[src/rtl/ram_arbiter.sv]
// Round-robin arbiter that sequences CPU (port A) and DMA (port B) accesses onto a single
// synchronous RAM. It times each strobe, then returns a one-cycle ack and the read data.
module ram_arbiter #(
    parameter int RD_LATENCY = 1,
    parameter int WR_CYCLES  = 1
) (
    input  logic        clk,
    input  logic        reset,
    input  logic [21:0] a_addr,
    input  logic [15:0] a_data_in,
    input  logic        a_rd,
    input  logic        a_wr,
    input  logic        a_byte_op,
    output logic [15:0] a_data_out,
    output logic        a_ack,
    input  logic [21:0] b_addr,
    input  logic [15:0] b_data_in,
    input  logic        b_rd,
    input  logic        b_wr,
    input  logic        b_byte_op,
    output logic [15:0] b_data_out,
    output logic        b_ack,
    output logic [21:0] ram_addr,
    output logic [15:0] ram_data_out,
    input  logic [15:0] ram_data_in,
    output logic        ram_rd,
    output logic        ram_wr,
    output logic        ram_byte_op,
    output logic [1:0]  grant,
    output logic        busy
);
    typedef enum logic [1:0] {IDLE, ACCESS, ACK, RELEASE} state_t;

    localparam logic [2:0] RD_CNT = 3'(RD_LATENCY);
    localparam logic [2:0] WR_CNT = 3'(WR_CYCLES);

    state_t      state_q, state_d;
    logic [2:0]  cnt_q, cnt_d;
    logic        last_b_q, last_b_d;
    logic [1:0]  grant_q, grant_d;
    logic [21:0] ram_addr_q, ram_addr_d;
    logic [15:0] ram_data_out_q, ram_data_out_d;
    logic        ram_byte_op_q, ram_byte_op_d;
    logic        ram_rd_q, ram_rd_d;
    logic        ram_wr_q, ram_wr_d;
    logic        a_ack_q, a_ack_d;
    logic        b_ack_q, b_ack_d;
    logic [15:0] a_data_out_q, a_data_out_d;
    logic [15:0] b_data_out_q, b_data_out_d;

    logic a_pend, b_pend, pick_b, sel_wr;

    assign a_pend = a_rd | a_wr;
    assign b_pend = b_rd | b_wr;
    // B wins when it is alone, or when both contend and A was served last.
    assign pick_b = b_pend & (~a_pend | ~last_b_q);
    assign sel_wr = pick_b ? b_wr : a_wr;

    always_comb begin
        state_d        = state_q;
        cnt_d          = cnt_q;
        last_b_d       = last_b_q;
        grant_d        = grant_q;
        ram_addr_d     = ram_addr_q;
        ram_data_out_d = ram_data_out_q;
        ram_byte_op_d  = ram_byte_op_q;
        ram_rd_d       = ram_rd_q;
        ram_wr_d       = ram_wr_q;
        a_ack_d        = a_ack_q;
        b_ack_d        = b_ack_q;
        a_data_out_d   = a_data_out_q;
        b_data_out_d   = b_data_out_q;

        case (state_q)
            IDLE: begin
                if (a_pend | b_pend) begin
                    ram_addr_d     = pick_b ? b_addr    : a_addr;
                    ram_data_out_d = pick_b ? b_data_in : a_data_in;
                    ram_byte_op_d  = pick_b ? b_byte_op : a_byte_op;
                    ram_wr_d       = sel_wr;
                    ram_rd_d       = ~sel_wr;
                    grant_d        = pick_b ? 2'b10 : 2'b01;
                    last_b_d       = pick_b;
                    cnt_d          = sel_wr ? WR_CNT : RD_CNT;
                    state_d        = ACCESS;
                end
            end
            ACCESS: begin
                if (cnt_q <= 3'd1) begin
                    ram_rd_d = 1'b0;
                    ram_wr_d = 1'b0;
                    cnt_d    = 3'd0;
                    if (ram_rd_q) begin
                        if (grant_q[1]) b_data_out_d = ram_data_in;
                        else            a_data_out_d = ram_data_in;
                    end
                    if (grant_q[1]) b_ack_d = 1'b1;
                    else            a_ack_d = 1'b1;
                    state_d = ACK;
                end else begin
                    cnt_d = cnt_q - 3'd1;
                end
            end
            ACK: begin
                a_ack_d = 1'b0;
                b_ack_d = 1'b0;
                state_d = RELEASE;
            end
            RELEASE: begin
                // The owner must drop its request before anyone else can be granted.
                if (grant_q[1] ? ~b_pend : ~a_pend) begin
                    grant_d = 2'b00;
                    state_d = IDLE;
                end
            end
            default: state_d = IDLE;
        endcase
    end

    always_ff @(posedge clk or posedge reset) begin
        if (reset) begin
            state_q        <= IDLE;
            cnt_q          <= 3'd0;
            last_b_q       <= 1'b0;
            grant_q        <= 2'b00;
            ram_addr_q     <= 22'd0;
            ram_data_out_q <= 16'd0;
            ram_byte_op_q  <= 1'b0;
            ram_rd_q       <= 1'b0;
            ram_wr_q       <= 1'b0;
            a_ack_q        <= 1'b0;
            b_ack_q        <= 1'b0;
            a_data_out_q   <= 16'd0;
            b_data_out_q   <= 16'd0;
        end else begin
            state_q        <= state_d;
            cnt_q          <= cnt_d;
            last_b_q       <= last_b_d;
            grant_q        <= grant_d;
            ram_addr_q     <= ram_addr_d;
            ram_data_out_q <= ram_data_out_d;
            ram_byte_op_q  <= ram_byte_op_d;
            ram_rd_q       <= ram_rd_d;
            ram_wr_q       <= ram_wr_d;
            a_ack_q        <= a_ack_d;
            b_ack_q        <= b_ack_d;
            a_data_out_q   <= a_data_out_d;
            b_data_out_q   <= b_data_out_d;
        end
    end

    assign a_data_out   = a_data_out_q;
    assign a_ack        = a_ack_q;
    assign b_data_out   = b_data_out_q;
    assign b_ack        = b_ack_q;
    assign ram_addr     = ram_addr_q;
    assign ram_data_out = ram_data_out_q;
    assign ram_rd       = ram_rd_q;
    assign ram_wr       = ram_wr_q;
    assign ram_byte_op  = ram_byte_op_q;
    assign grant        = grant_q;
    assign busy         = (state_q != IDLE);
endmodule

[config.mk]
export PLATFORM = sky130hd
export DESIGN_NAME = ram_arbiter
export DESIGN_NICKNAME = d
export VERILOG_FILES = /design/src/rtl/ram_arbiter.sv
export SDC_FILE = /design/constraint.sdc
export NUM_CORES = 1
export LEC_CHECK = 0
export ABC_AREA = 1
export CAP_MARGIN = 20
export CORE_UTILIZATION = 39
export CTS_CLUSTER_SIZE = 8
export DETAILED_ROUTE_END_ITERATION = 6
export PLACE_DENSITY = 0.77
export SKIP_CTS_REPAIR_TIMING = 1
export SYNTH_ARGS = -nofsm -noshare
export SYNTH_HDL_FRONTEND = slang
export SYNTH_SLANG_ARGS = --single-unit
[constraint.sdc]
create_clock -name clk -period 2.6 [get_ports clk]
set_clock_uncertainty 0.15 [all_clocks]
set_input_delay 0.52 -clock clk [delete_from_list [all_inputs] [get_ports clk]]
set_output_delay 0.52 -clock clk [all_outputs]
set_load 0.1 [all_outputs]
### Word-level counts from Yosys, hierarchy flattened

Index checks and enable logic that the tools add are counted.

| word-level totals | value |
|---|---|
| flip-flop bits (word level) | 83 |
| latch bits | 0 |
| memory bits (writable) | 0 |
| ROM bits | 0 |
| bits of input ports | 100 |
| logic and storage cells | 73 |
| memories kept | 0 |

| operators by class | value |
|---|---|
| $add $sub $neg | 1 |
| multiply operators | 0 |
| div/mod/pow operators | 0 |
| order comparisons | 1 |
| eq/ne operators | 8 |
| shifts and indexed selects | 0 |
| mux-type cells | 26 |
| bitwise gates (word level) | 10 |
| reduce and logical (&&, ||, !) cells | 14 |

Operators with widths:

| operator | count |
|---|---|
| $mux W22 | 1 |
| $mux W16 | 1 |
| $reduce_and A3 Y1 | 5 |
| $mux W1 | 10 |
| $mux W2 | 5 |
| $ne A2 B2 Y1 const B | 5 |
| $pmux W1 S2 | 4 |
| $pmux W2 S4 | 1 |
| $reduce_and A4 Y1 | 2 |
| $reduce_bool A2 Y1 | 4 |
| $mux W3 | 2 |
| $pmux W3 S2 | 1 |
| $not A1 Y1 | 5 |
| $eq A2 B2 Y1 const B | 2 |
| $or A1 B1 Y1 | 4 |
| $pmux W2 S2 | 1 |
| $reduce_and A2 Y1 | 2 |
| $le A3 B1 Y1 const B | 1 |
| $sub A3 B1 Y3 const B | 1 |
| $eq A2 B1 Y1 const B | 1 |
| $logic_not A2 Y1 | 1 |
| $and A1 B1 Y1 | 1 |

### Longest topological paths before layout

| depth | value |
|---|---|
| depth in word-level cells | 8 |
| mapped depth | 9 |
| depth with buffers taken out | 9 |

### Worst setup path before layout

OpenSTA, ideal clock, no wires.

| timing path | value |
|---|---|
| path kind | register to register |
| from | register state_q[0] |
| to | register ram_rd_q (netlist: ram_rd) |
| library setup time | 120 ps |
| data arrival time | 1816 ps |
| data required time | 2330 ps |
| setup slack | 514 ps |
| stages on the path, launching flop included | 9 |
| path buffers | 0 |
| period minus slack after synthesis | 2086 ps |
| cell sequence | dfrtp_1 -> inv_1 -> ha_1 -> inv_1 -> nand2_1 -> nand2_1 -> nand2_1 -> nand2_1 -> nand2_1 |

| on the way | value |
|---|---|
| cells in the longest elaborated chain, start to end | 3 |

RTL lines:

| what | RTL line | source |
|---|---|---|
| from (decl) | 37 | `state_t state_q, state_d;` |
| from (signal assigned) | 136 | `state_q <= state_d;` |
| $eq A2 B1 Y1 or $logic_not A2 Y1 (tied branches) | 74 | `case (state_q)` |
| $ne A2 B2 Y1 (no source line) or $reduce_bool A2 Y1 (tied branches) | -- |  |
| $reduce_and A3 Y1 (no source line) | -- |  |
| to (signal assigned) | 143 | `ram_rd_q <= ram_rd_d;` |
| to (decl) | 44 | `logic ram_rd_q, ram_rd_d;` |

Parallel ways exist; a longest one is shown, timed or not.
A chain may end at the register's enable or synchronous reset.

### Worst setup path in the final report

| timing path | value |
|---|---|
| from | register state_q[0] |
| to | output port busy |

| on the way | value |
|---|---|
| cells in the longest elaborated chain, start to end | 1 |

RTL lines:

| what | RTL line | source |
|---|---|---|
| $reduce_bool A2 Y1 | 162 | `assign busy = (state_q != IDLE);` |
| to (decl) | 30 | `output logic busy` |

Every way passes these cells.

==> impl_results.md <==
* Die area at 0.01127 mm²
* Cell area after synthesis at 0.004232 mm²
* DRC viols at 0
* Final core utilization at 0.5873
* Post-Syn Nets at 654
* Vias in the first global route at 3840
* Area Overhead vs Synth at 44.56%
* Crit end category: output port
* Max Fanout on Critical Path at 5
* Clk sinks at 83
* Max_slew headroom at 0.4807
* RSZ-0062 raised after global routing: false
* Min Clock Period, post-route at approximately 2200 ps
* Starting Density at 0.4062
* Vias post-DR at 3920
* Largest net degree at the start of global routing at 40
* Worst-skew pair later-pin latency at 340 ps
* Yosys top cell by area: dfrtp_1
* Worst hold path cell count at 2
* Commonest non-fill, non-tap cell in the layout: nand2_1
* Hold_sp: ram_byte_op
* Worst-margin pin slew at 777.8 ps
* Most frequent cells in the layout: nand2_1 (224), inv_1 (107), clkdlybuf4s50_1 (99), dfrtp_1 (83), buf_4 (81)
* DRT antenna net count at 0
* Hold Path End: ram_byte_op
* CTS clk-pin slew, worst paths at roughly 80 ps
* Gr usage total at 0.1947
* Max clock buf depth at 2
* Row Count at 37
* 1st-iter DRT viols at 227
* Fin crit share at 0.8538
* Top cells by area, synth: dfrtp_1 (49%), nand2_1 (20%), inv_1 (9.6%)
* Cts bufs inserted at 9
* Root buf cell: clkbuf_8
* Filler cells at 917
* Final hold violations at 0
* Die width at 106.2 µm
* Global-route wire length before repair at 17430 µm
* Final setup TNS at 0 ps
* Max-slew violations at 0
* H-tree levels at 3
* Nets at a little over 800
* DP Wirelength at roughly 8000 µm
* Worst r2r dst: ram_addr[10]
* Register bit total from synthesis at 83
* Post-synthesis sequential area ratio at 0.4908
* Synth top area share at 0.4908
* Gr ovfl total at 0
* Drt pass-1 iters at 4
* Endpoints failing setup at 0
* Initial antenna violation count at 0
* Startpoint types: flip-flop
* Final WL at approximately 11000 µm
* Synth Instances at 548
* Diode count at 0
* Critical Path RT at 1930 ps
* Max Fclk at 450.5 MHz
* Final RePlAce weighted congestion at between 0.8 and 0.9
* Outcome: finished, final reports clean
* IO Pins at 178
* Crit path arrival time at 1550 ps
* WS Path Type: reg -> out
* Synth warn at 0
* Routed WL per cell at between 10 and 15 µm
* Syn avg cell area at 7.722 µm²
* Die Height at 106.2 µm
* PortBufs at between 150 and 200
* FF-to-FF path depth at 6
* Core area at 0.01042 mm²
* Yosys cell types at 20
* HP Class: reg -> reg
* Max-cap violations at 0
* Reg2reg setup slack at 590 ps
* CTS tree: built
* Reg2reg start: state_q[0]
* Layout cell share with drive strength beyond 1 at 0.1928
* Vias per cell at between 4 and 5
==> per-layer routing <==
metal / vias to the layer above / routed length [µm] / part of all wire / GRT usage
li1: 1968 / - / - / -
met1: 1787 / 4468 / 0.42 / 0.2414
met2: 155 / 5241 / 0.49 / 0.3293
met3: 10 / 760 / 0.072 / 0.04598
met4: 0 / 132 / 0.012 / 0.07044
met5: - / 0 / 0 / 0
==> logic make-up after synthesis <==
kind of cell             count (synthesis)  share of synthesized area
AO/OA/AOI/OAI                           40                    0.06150
adder cells (fa/ha/maj)                  6                    0.01774
buffers and inverters                  133                     0.1363
flip-flops                              83                     0.4908
AND/OR/NAND/NOR                        286                     0.2936
==> cell usage after synthesis <==
library cell	instances
nand2_2	2
dfrtp_1	83
nor2_1	4
nand3_2	10
buf_6	8
ha_1	6
nor2_4	1
or2_2	1
nand3_4	2
nand2_4	1
o21ai_0	7
nand3_1	37
o21ai_2	16
buf_2	14
o21ai_1	17
nor2_2	2
inv_1	108
inv_2	3
nand2_1	224
nand4_1	2
==> worst max-delay path by stage <==
stage	startpoint	to	slack [ps]	cells past startpoint
2_1_floorplan	state_q[0]	ram_rd	510	8
3_3_place_gp	a_wr	ram_addr[20]	320	7
3_5_place_dp	a_wr	ram_addr[13]	250	7
4_1_cts	state_q[0]	busy	360	4
5_1_grt	state_q[1]	busy	280	4
6_report	state_q[0]	busy	380	4
==> flip-flops by register name, indices dropped and copies added (netlist names) <==
register / flops
ram_addr: 22
a_data_out: 16
b_data_out: 16
ram_data_out: 16
cnt_q: 3
grant: 2
state_q: 2
a_ack: 1
b_ack: 1
last_b_q: 1
ram_byte_op: 1
ram_rd: 1
ram_wr: 1
==> metrics by stage <==
stage          cell area, µm²  setup slack, ps  cells  hold slack (ps)
2_1_floorplan            4235            513.7    548            299.7
3_3_place_gp             5924            318.9    846            314.5
3_5_place_dp             5924            246.9    846            322.4
4_1_cts                  6117            364.9    862            344.8
5_1_grt                  6117            281.2    862            356.3
6_report                 6117            380.1    862            336.1
==> worst max-delay path, cell delays in order (launching register included) <==
cell and delay, ps:
dfrtp_1 430, inv_1 120, ha_1 300, inv_1 160, buf_12 200
==> area by class of cell <==
| type | count | area, µm² | area share |
|---|---|---|---|
| Clock buffer | 9 | 123.9 | 0.02025 |
| Sequential cell | 83 | 2077 | 0.3395 |
| Inverter | 111 | 420.4 | 0.06873 |
| Tap cell | 136 | 170.2 | 0.02782 |
| Multi-Input combinational cell | 332 | 1578 | 0.2579 |
| Clock inverter | 7 | 68.82 | 0.01125 |
| Timing Repair Buffer | 184 | 1679 | 0.2745 |
Power is not shown: default switching activity piles up to over one toggle a cycle in this logic, so the estimate is an artifact.
